File: config.mk
export PLATFORM = sky130hd
export DESIGN_NAME = decim3_avg
export DESIGN_NICKNAME = d
export VERILOG_FILES = /design/src/rtl/decim3_avg_pkg.sv /design/src/rtl/decim3_avg_sat_round.sv /design/src/rtl/decim3_avg.sv
export SDC_FILE = /design/constraint.sdc
export NUM_CORES = 1
export LEC_CHECK = 0
export CORE_MARGIN = 3
export CORE_UTILIZATION = 25
export CTS_CLUSTER_DIAMETER = 120
export DETAILED_ROUTE_END_ITERATION = 10
export SLEW_MARGIN = 40
export SYNTH_ARGS = -nofsm -noshare
export SYNTH_HDL_FRONTEND = slang
export SYNTH_SLANG_ARGS = --single-unit
File: constraint.sdc
create_clock -name clk_in -period 9.9 [get_ports clk_in]
set_clock_uncertainty 0.05 [all_clocks]
set_input_delay 1.98 -clock clk_in [delete_from_list [all_inputs] [get_ports clk_in]]
set_output_delay 1.98 -clock clk_in [all_outputs]
set_load 0.05 [all_outputs]
File: src/rtl/decim3_avg_pkg.sv
// -----------------------------------------------------------------------------
// decim3_avg_pkg
// Shared constants for the divide-by-3 boxcar decimator.
//   DECIM_FACTOR : samples per output frame
//   RECIP_COEF   : fixed-point reciprocal of 3 (2^16 / 3, rounded up)
//   ROUND_CONST  : half an LSB at the 2^16 scale, for round-to-nearest
//   SCALE_SHIFT  : right shift that removes the 2^16 scale
// -----------------------------------------------------------------------------
package decim3_avg_pkg;

  localparam int DECIM_FACTOR = 3;
  localparam int RECIP_COEF   = 21846;
  localparam int ROUND_CONST  = 32768;
  localparam int SCALE_SHIFT  = 16;

  // Phase counter type: holds 0..DECIM_FACTOR-1.
  typedef logic [1:0] phase_t;

  localparam phase_t PHASE_FIRST = 2'd0;
  localparam phase_t PHASE_LAST  = phase_t'(DECIM_FACTOR - 1);

endpackage

File: src/rtl/decim3_avg_sat_round.sv
// -----------------------------------------------------------------------------
// sat_round
// Combinational scaling stage: out = sat((sum * RECIP_COEF + ROUND_CONST) >>> SCALE_SHIFT)
// Ports:
//   sum_in  : signed frame sum, DATA_W+2 bits
//   out_val : signed result saturated to the DATA_W range
// -----------------------------------------------------------------------------
module sat_round
  import decim3_avg_pkg::*;
#(
  parameter int DATA_W = 16
) (
  input  logic signed [DATA_W+1:0] sum_in,
  output logic signed [DATA_W-1:0] out_val
);

  // Sum width plus coefficient scale; the coefficient is below 2^15 so the
  // product always fits with a sign bit to spare.
  localparam int PROD_W = DATA_W + 2 + SCALE_SHIFT;

  localparam logic signed [PROD_W-1:0] COEF_EXT  = PROD_W'(RECIP_COEF);
  localparam logic signed [PROD_W-1:0] ROUND_EXT = PROD_W'(ROUND_CONST);
  localparam logic signed [PROD_W-1:0] SAT_MAX   =
    {{(PROD_W-DATA_W+1){1'b0}}, {(DATA_W-1){1'b1}}};
  localparam logic signed [PROD_W-1:0] SAT_MIN   =
    {{(PROD_W-DATA_W+1){1'b1}}, {(DATA_W-1){1'b0}}};

  logic signed [PROD_W-1:0] sum_ext;
  logic signed [PROD_W-1:0] product;
  logic signed [PROD_W-1:0] rounded;
  logic signed [PROD_W-1:0] shifted;

  always_comb begin
    sum_ext = PROD_W'(sum_in);
    product = sum_ext * COEF_EXT;
    rounded = product + ROUND_EXT;
    shifted = rounded >>> SCALE_SHIFT;
    // The coefficient is slightly above 1/3, so full-scale frames can land
    // one LSB past the output range; clamp instead of wrapping.
    if (shifted > SAT_MAX) begin
      out_val = SAT_MAX[DATA_W-1:0];
    end else if (shifted < SAT_MIN) begin
      out_val = SAT_MIN[DATA_W-1:0];
    end else begin
      out_val = shifted[DATA_W-1:0];
    end
  end

endmodule

File: src/rtl/decim3_avg.sv
// -----------------------------------------------------------------------------
// decim3_avg
// Decimate-by-3 boxcar averager with a 2-stage output pipeline.
// Ports:
//   clk_in    : clock, rising edge
//   rst_n     : asynchronous active-low reset
//   sync      : discard the partial frame and restart at phase 0
//   in_valid  : in_data carries a sample this cycle
//   in_data   : signed input sample (DATA_W)
//   out_valid : one-cycle strobe per completed frame
//   out_data  : signed averaged sample, held between strobes
//   phase     : samples accepted so far in the current frame (0..2)
// -----------------------------------------------------------------------------
module decim3_avg
  import decim3_avg_pkg::*;
#(
  parameter int DATA_W = 16
) (
  input  logic                     clk_in,
  input  logic                     rst_n,
  input  logic                     sync,
  input  logic                     in_valid,
  input  logic signed [DATA_W-1:0] in_data,
  output logic                     out_valid,
  output logic signed [DATA_W-1:0] out_data,
  output logic [1:0]               phase
);

  // Three DATA_W samples sum to at most 1.5 * 2^DATA_W in magnitude.
  localparam int ACC_W = DATA_W + 2;

  phase_t                    phase_q, phase_d;
  logic signed [ACC_W-1:0]   acc_q, acc_d;
  logic signed [ACC_W-1:0]   sum_q, sum_d;
  logic                      pipe_valid_q, pipe_valid_d;
  logic                      out_valid_q, out_valid_d;
  logic signed [DATA_W-1:0]  out_data_q, out_data_d;

  logic signed [ACC_W-1:0]   in_ext;
  logic signed [DATA_W-1:0]  scaled;

  sat_round #(
    .DATA_W (DATA_W)
  ) u_sat_round (
    .sum_in  (sum_q),
    .out_val (scaled)
  );

  always_comb begin
    in_ext       = ACC_W'(in_data);
    phase_d      = phase_q;
    acc_d        = acc_q;
    sum_d        = sum_q;
    pipe_valid_d = 1'b0;
    // Stage 2: a sum registered last cycle becomes the output now.
    out_valid_d  = pipe_valid_q;
    out_data_d   = pipe_valid_q ? scaled : out_data_q;

    if (sync) begin
      // Restart the frame; a sample arriving with sync is its first sample.
      // The pipeline stage above is untouched, so a finished frame still emits.
      if (in_valid) begin
        acc_d   = in_ext;
        phase_d = PHASE_FIRST + phase_t'(1);
      end else begin
        acc_d   = '0;
        phase_d = PHASE_FIRST;
      end
    end else if (in_valid) begin
      if (phase_q == PHASE_FIRST) begin
        acc_d   = in_ext;
        phase_d = phase_q + phase_t'(1);
      end else if (phase_q == PHASE_LAST) begin
        // Stage 1: frame complete, register the full sum.
        sum_d        = acc_q + in_ext;
        pipe_valid_d = 1'b1;
        phase_d      = PHASE_FIRST;
      end else begin
        acc_d   = acc_q + in_ext;
        phase_d = phase_q + phase_t'(1);
      end
    end
  end

  always_ff @(posedge clk_in or negedge rst_n) begin
    if (!rst_n) begin
      phase_q      <= PHASE_FIRST;
      acc_q        <= '0;
      sum_q        <= '0;
      pipe_valid_q <= 1'b0;
      out_valid_q  <= 1'b0;
      out_data_q   <= '0;
    end else begin
      phase_q      <= phase_d;
      acc_q        <= acc_d;
      sum_q        <= sum_d;
      pipe_valid_q <= pipe_valid_d;
      out_valid_q  <= out_valid_d;
      out_data_q   <= out_data_d;
    end
  end

  assign out_valid = out_valid_q;
  assign out_data  = out_data_q;
  assign phase     = phase_q;

endmodule
# Word-level counts from Yosys, hierarchy flattened
# Index checks and enable logic that the tools add are counted.
[op_classes]
bitwise = 2
n_reduce_logical = 4
multipliers = 1
n_lt_le_gt_ge = 2
mux = 16
n_eq_ne = 2
addsub = 3
[ops]
columns = ["cell", "n"]
rows = [
  ["18-bit two-way mux", 5],
  ["34-bit by 17-bit adder with 34-bit output, second input constant", 1],
  ["18-bit by 15-bit multiplier with 33-bit output, second input constant", 1],
  ["16-bit two-way mux", 2],
  ["18-bit by 16-bit adder with 18-bit output", 1],
  ["18-bit by 16-bit greater-than comparator with 1-bit output, second input constant", 1],
  ["18-bit by 16-bit less-than comparator with 1-bit output, second input constant", 1],
  ["2-bit two-way mux", 4],
  ["1-bit two-way mux", 5],
  ["4-bit AND reduction", 1],
  ["3-bit inequality test, second input constant", 1],
  ["2-bit by 1-bit adder with 2-bit output, second input constant", 1],
  ["2-bit == test, second input constant", 1],
  ["2-bit logical NOT", 1],
  ["1-bit inverter", 2],
  ["2-bit AND reduction", 1],
  ["2-bit nonzero test", 1],
]
[totals]
wordCells = 36
output_inout_bits = 19
inputBits = 20
ff_bits = 56

# Depth between registers and ports, before layout
[logic_depth]
ltp_word = 5
mapped_depth = 27
mapped_depth_nobuf = 24

# Modules after synthesis
# A second synthesis with hierarchy kept.
[hier_totals]
hier_cells = 1024
area_unflattened_um2 = 9565.4
[modules_own_cells]
columns = ["mod", "n_inst", "area_each_um2", "cells_per_inst", "seq_area_each_um2"]
rows = [
  ["sat_round", 1, 6084.6, 664, 0.0],
  ["decim3_avg", 1, 3480.8, 360, 1401.3],
]

# Worst setup path after synthesis
# No wires, ideal clock.
[synth_path]
kind = "register -> register"
start = "reg sum_q[17]"
end = "reg out_data_q[10], in the netlist out_data[10]"
setup_ns = 0.080
required_time_ns = 9.770
path_stages_with_launch = 25
t_arrival_ns = 6.693
setup_slack_ns = 3.077
synth_period_minus_slack_ns = 6.823
n_path_buf = 3
path_cell_list = "dfrtp_1 > ha_1 > fa_1 > inv_1 > fa_1 > fa_1 > fa_1 > inv_1 > fa_1 > inv_1 > ha_1 > buf_4 > a21o_1 > or2_2 > o32ai_1 > o31ai_1 > xor2_1 > nand3_1 > or2_1 > buf_6 > o21a_1 > mux2_2 > o221a_4 > buf_6 > o22ai_2"
[synth_between]
elab_chain_cells = 5
word_cells_on_any_way = 6
classes_between = "add/sub: 1; mul: 1; order compare: 2; mux: 2"
[synth_rtl]
columns = ["item", "line_no", "rtl"]
rows = [
  ["start, declared", "decim3_avg.sv:34", "logic signed [ACC_W-1:0] sum_q, sum_d;"],
  ["start signal, assigned", "decim3_avg.sv:96", "sum_q <= sum_d;"],
  ["18-bit by 15-bit multiplier with 33-bit output *", "decim3_avg_sat_round.sv:35", "product = sum_ext * COEF_EXT;"],
  ["34-bit by 17-bit adder with 34-bit output *", "decim3_avg_sat_round.sv:36", "rounded = product + ROUND_EXT;"],
  ["18-bit by 16-bit less-than comparator with 1-bit output", "decim3_avg_sat_round.sv:42", "end else if (shifted < SAT_MIN) begin"],
  ["16-bit two-way mux", "decim3_avg_sat_round.sv:42", ""],
  ["16-bit two-way mux *", "decim3_avg_sat_round.sv:40", "if (shifted > SAT_MAX) begin"],
  ["end signal, assigned", "decim3_avg.sv:99", "out_data_q <= out_data_d;"],
  ["end, declared", "decim3_avg.sv:37", "logic signed [DATA_W-1:0] out_data_q, out_data_d;"],
]
# Mark *: on every way between the ends. The rest lies on a longest branch, timed or not.
# A chain may end at the register's enable or synchronous reset.

# Final worst setup path
[layout_path]
start = "reg sum_q[8]"
end = "reg out_data_q[14], in the netlist out_data[14]"
# Same word-level chain as after synthesis.

==> load_flow_metrics.sql <==
INSERT INTO impl_metrics (metric_group, metric, value, unit) VALUES
('clock_network', 'insertion_delay', '0.31', 'ns'),
('logic_synthesis', 'synthDominantCellAreaShare', '21.94', '%'),
('critical_path', 'endpoint_kind', 'register', ''),
('logic_synthesis', 'synth_area_per_cell', '9.244', 'um2'),
('logic_synthesis', 'post_synth_main_area_contributors', 'fa_1 22%, ha_1 20%, dfrtp_1 15%, inv_1 7.0%, o21ai_0 3.3%', ''),
('clock_network', 'cts.path.max_buffers', '2', ''),
('final_layout', 'final_core_utilization', '28.55', '%'),
('global_route', 'first_global_vias', '7206', ''),
('critical_path', 'r2r_start', 'sum_q[8]$_DFFE_PN0P_', ''),
('global_route', 'grt_antenna_before_repair', '0', ''),
('critical_path', 'worstRegToRegCells', '21', ''),
('worst_hold_path', 'cell_count_of_the_worst_hold_path', '2', ''),
('logic_synthesis', 'synth_ff_type', 'dfrtp_1', ''),
('placed_design', 'gpl.final_weighted_congestion', '0.9072', ''),
('route', 'drt_wirelength', '20.69', 'mm'),
('clock_network', 'cts-resized-gates', '0', ''),
('sta', 'period_needed', '7.301', 'ns'),
('floorplan', 'io-pin-count', '39', ''),
('worst_hold_path', 'worst_hold_startpoint', 'acc_q[0]$_DFFE_PN0P_', ''),
('route', 'vias', '6842', ''),
('route', 'route.antenna.remaining_nets', '0', ''),
('final_layout', 'synthToLayoutAreaGrowth', '11.27', '%'),
('floorplan', 'chip_height', '198.0', 'um'),
('clock_network', 'cts_tree', 'yes', ''),
('logic_synthesis', 'synth_adder_area_share', '42.30', '%'),
('logic_synthesis', 'asyncSetResetFlopFracSynth', '100.0', '%'),
('route', 'wl_per_cell', '13.93', 'um'),
('final_layout', 'antenna_cells_inserted', '0', ''),
('logic_synthesis', 'post_synth_and_or_nand_nor_area_fraction', '11.97', '%'),
('critical_path', 'cp.depth', '21', ''),
('clock_network', 'clock-sinks', '56', ''),
('clock_network', 'worst_setup_hold_path_clk_slew', '0.09', 'ns'),
('critical_path', 'cpMostUsedCell', 'fa_1', ''),
('clock_network', 'numCtsBuffers', '5', ''),
('clock_network', 'cts.repair_timing.setup_buffer_count', '0', ''),
('logic_synthesis', 'number_of_enable_flip_flop_cells_after_synthesis', '0', ''),
('critical_path', 'regToRegEndpoint', 'out_data[14]$_DFFE_PN0P_', ''),
('status', 'run_status', 'finished clean', ''),
('critical_path', 'critical_path_class', 'register to register', ''),
('logic_synthesis', 'most_numerous_cell_in_the_yosys_netlist', 'inv_1', ''),
('final_layout', 'fill_cells', '3809', ''),
('floorplan', 'fp.dieArea', '0.03921', 'mm2'),
('critical_path', 'buffering_stage_count_on_the_worst_path_with_inverters_included', '2', ''),
('floorplan', 'std_cell_core_area', '0.03591', 'mm2'),
('logic_synthesis', 'synth-seq-area-share', '15.20', '%'),
('critical_path', 'worstPathArrival', '7.41', 'ns'),
('sta', 'max_freq', '0.1370', 'GHz'),
('global_route', 'grt_overflow', '0', ''),
('critical_path', 'crit_path_top_delay_cell', 'nor3_4', ''),
('critical_path', 'cp-start-kind', 'register', ''),
('route', 'drc_viols', '0', ''),
('logic_synthesis', 'synthesis.instances', '997', ''),
('floorplan', 'fp-row-count', '69', ''),
('critical_path', 'cp_slowest_stage_delay', '0.55', 'ns'),
('global_route', 'global_route_wire_length_before_repair', '35.88', 'mm'),
('global_route', 'grt_start_max_net_pins', '57', ''),
('sta', 'hold_violations', '0', ''),
('sta', 'drv_slew', '0', ''),
('worst_hold_path', 'hold_path_end', 'acc_q[0]$_DFFE_PN0P_', ''),
('logic_synthesis', 'synth_cell_type_count', '77', ''),
('flow_run', 'drv.max_cap_violation_count', '0', ''),
('clock_network', 'clockRootBuffer', 'clkbuf_16', ''),
('sta', 'report.final.setup_viol', '0', ''),
('logic_synthesis', 'post-synth-top-area-cell', 'fa_1', ''),
('placed_design', 'dpl.hpwl', '17.19', 'mm'),
('critical_path', 'rrSetupSlack', '2.60', 'ns'),
('floorplan', 'initial_utilization', '25.66', '%'),
('global_route', 'grt_util_all_layers', '11.00', '%'),
('logic_synthesis', 'yosys_warnings', '0', ''),
('route', 'dr.pass1.iters', '5', ''),
('sta', 'slew_headroom', '42.16', '%');
==> registers in the layout (all words and copies together), names as in the netlist <==
register,cells
out_data,16
sum_q,18
out_valid_d,1
phase,2
acc_q,18
out_valid,1
==> per-stage QoR <==
step / instances / instance area (um2)
after CTS: 1485 / 10250
final: 1485 / 10250
after floorplan: 997 / 9216
after global placement: 1477 / 10090
after global routing: 1485 / 10250
after detailed placement: 1477 / 10100
==> placed cells by master, fill, tap and decap left out, types with 5 or more instances in the layout <==
cell type / count
a22oi_1: 8
a31oi_1: 8
inv_1: 173
and2_1: 6
nor3_1: 16
or2_2: 5
fa_1: 101
ha_1: 150
nand4_1: 9
o22ai_2: 9
clkdlybuf4s50_1: 37
o22ai_1: 6
nand2_1: 79
clkbuf_16: 5
o21bai_1: 5
o31ai_1: 5
a21o_1: 16
a21oi_1: 39
nor2_1: 55
dfrtp_1: 56
o211ai_1: 6
o21ai_0: 61
xor2_1: 29
nand3_1: 11
xnor2_1: 23
and3_1: 9
==> cell families after synthesis <==
kind of cell	after synthesis
mux	7
simple gates	220
compound gates	215
fa+ha+maj	251
buf+inv	195
flops	56
xor+xnor	53
==> worst max-delay path by stage <==
stage / from / to / slack, ns
after detailed placement: sum_q[8]$_DFFE_PN0P_ / out_data[14]$_DFFE_PN0P_ / 2.61
final: sum_q[8]$_DFFE_PN0P_ / out_data[14]$_DFFE_PN0P_ / 2.60
after global routing: sum_q[5]$_DFFE_PN0P_ / out_data[4]$_DFFE_PN0P_ / 2.10
after global placement: sum_q[16]$_DFFE_PN0P_ / out_data[14]$_DFFE_PN0P_ / 2.73
after CTS: sum_q[8]$_DFFE_PN0P_ / out_data[14]$_DFFE_PN0P_ / 2.60
after floorplan: sum_q[17]$_DFFE_PN0P_ / out_data[10]$_DFFE_PN0P_ / 3.08
==> layout make-up <==
| cell class | count | area, um2 | area share (%) |
|---|---|---|---|
| multi-input combinational | 746 | 7073 | 68.97 |
| sequential | 56 | 1401 | 13.67 |
| inverter | 173 | 649.4 | 6.332 |
| tap | 461 | 576.8 | 5.625 |
| timing repair buffer | 41 | 401.6 | 3.917 |
| clock buffer | 5 | 125.1 | 1.220 |
| clock inverter | 3 | 27.53 | 0.2684 |
==> worst reg2reg max path: cells and delay by family, from the launching register on <==
family	cells	cell delay [ns]
buffers and inverters	2	0.11
AO/OA/AOI/OAI	6	1.39
flip-flops	1	0.52
adder cells (fa/ha/maj)	8	3.45
AND/OR/NAND/NOR	5	1.62
==> routing by layer <==
metal | GRT usage [%] | share of wire [%] | vias up
li1 | - | - | 3422
met5 | 0 | 0 | -
met1 | 16.12 | 52 | 3289
met4 | 1.468 | 1.1 | 0
met2 | 17.42 | 43 | 117
met3 | 1.906 | 3.5 | 14
Power is left out: the tool's default activity adds up to more than one toggle a clock period on the data nets, which glitch-free logic cannot reach.
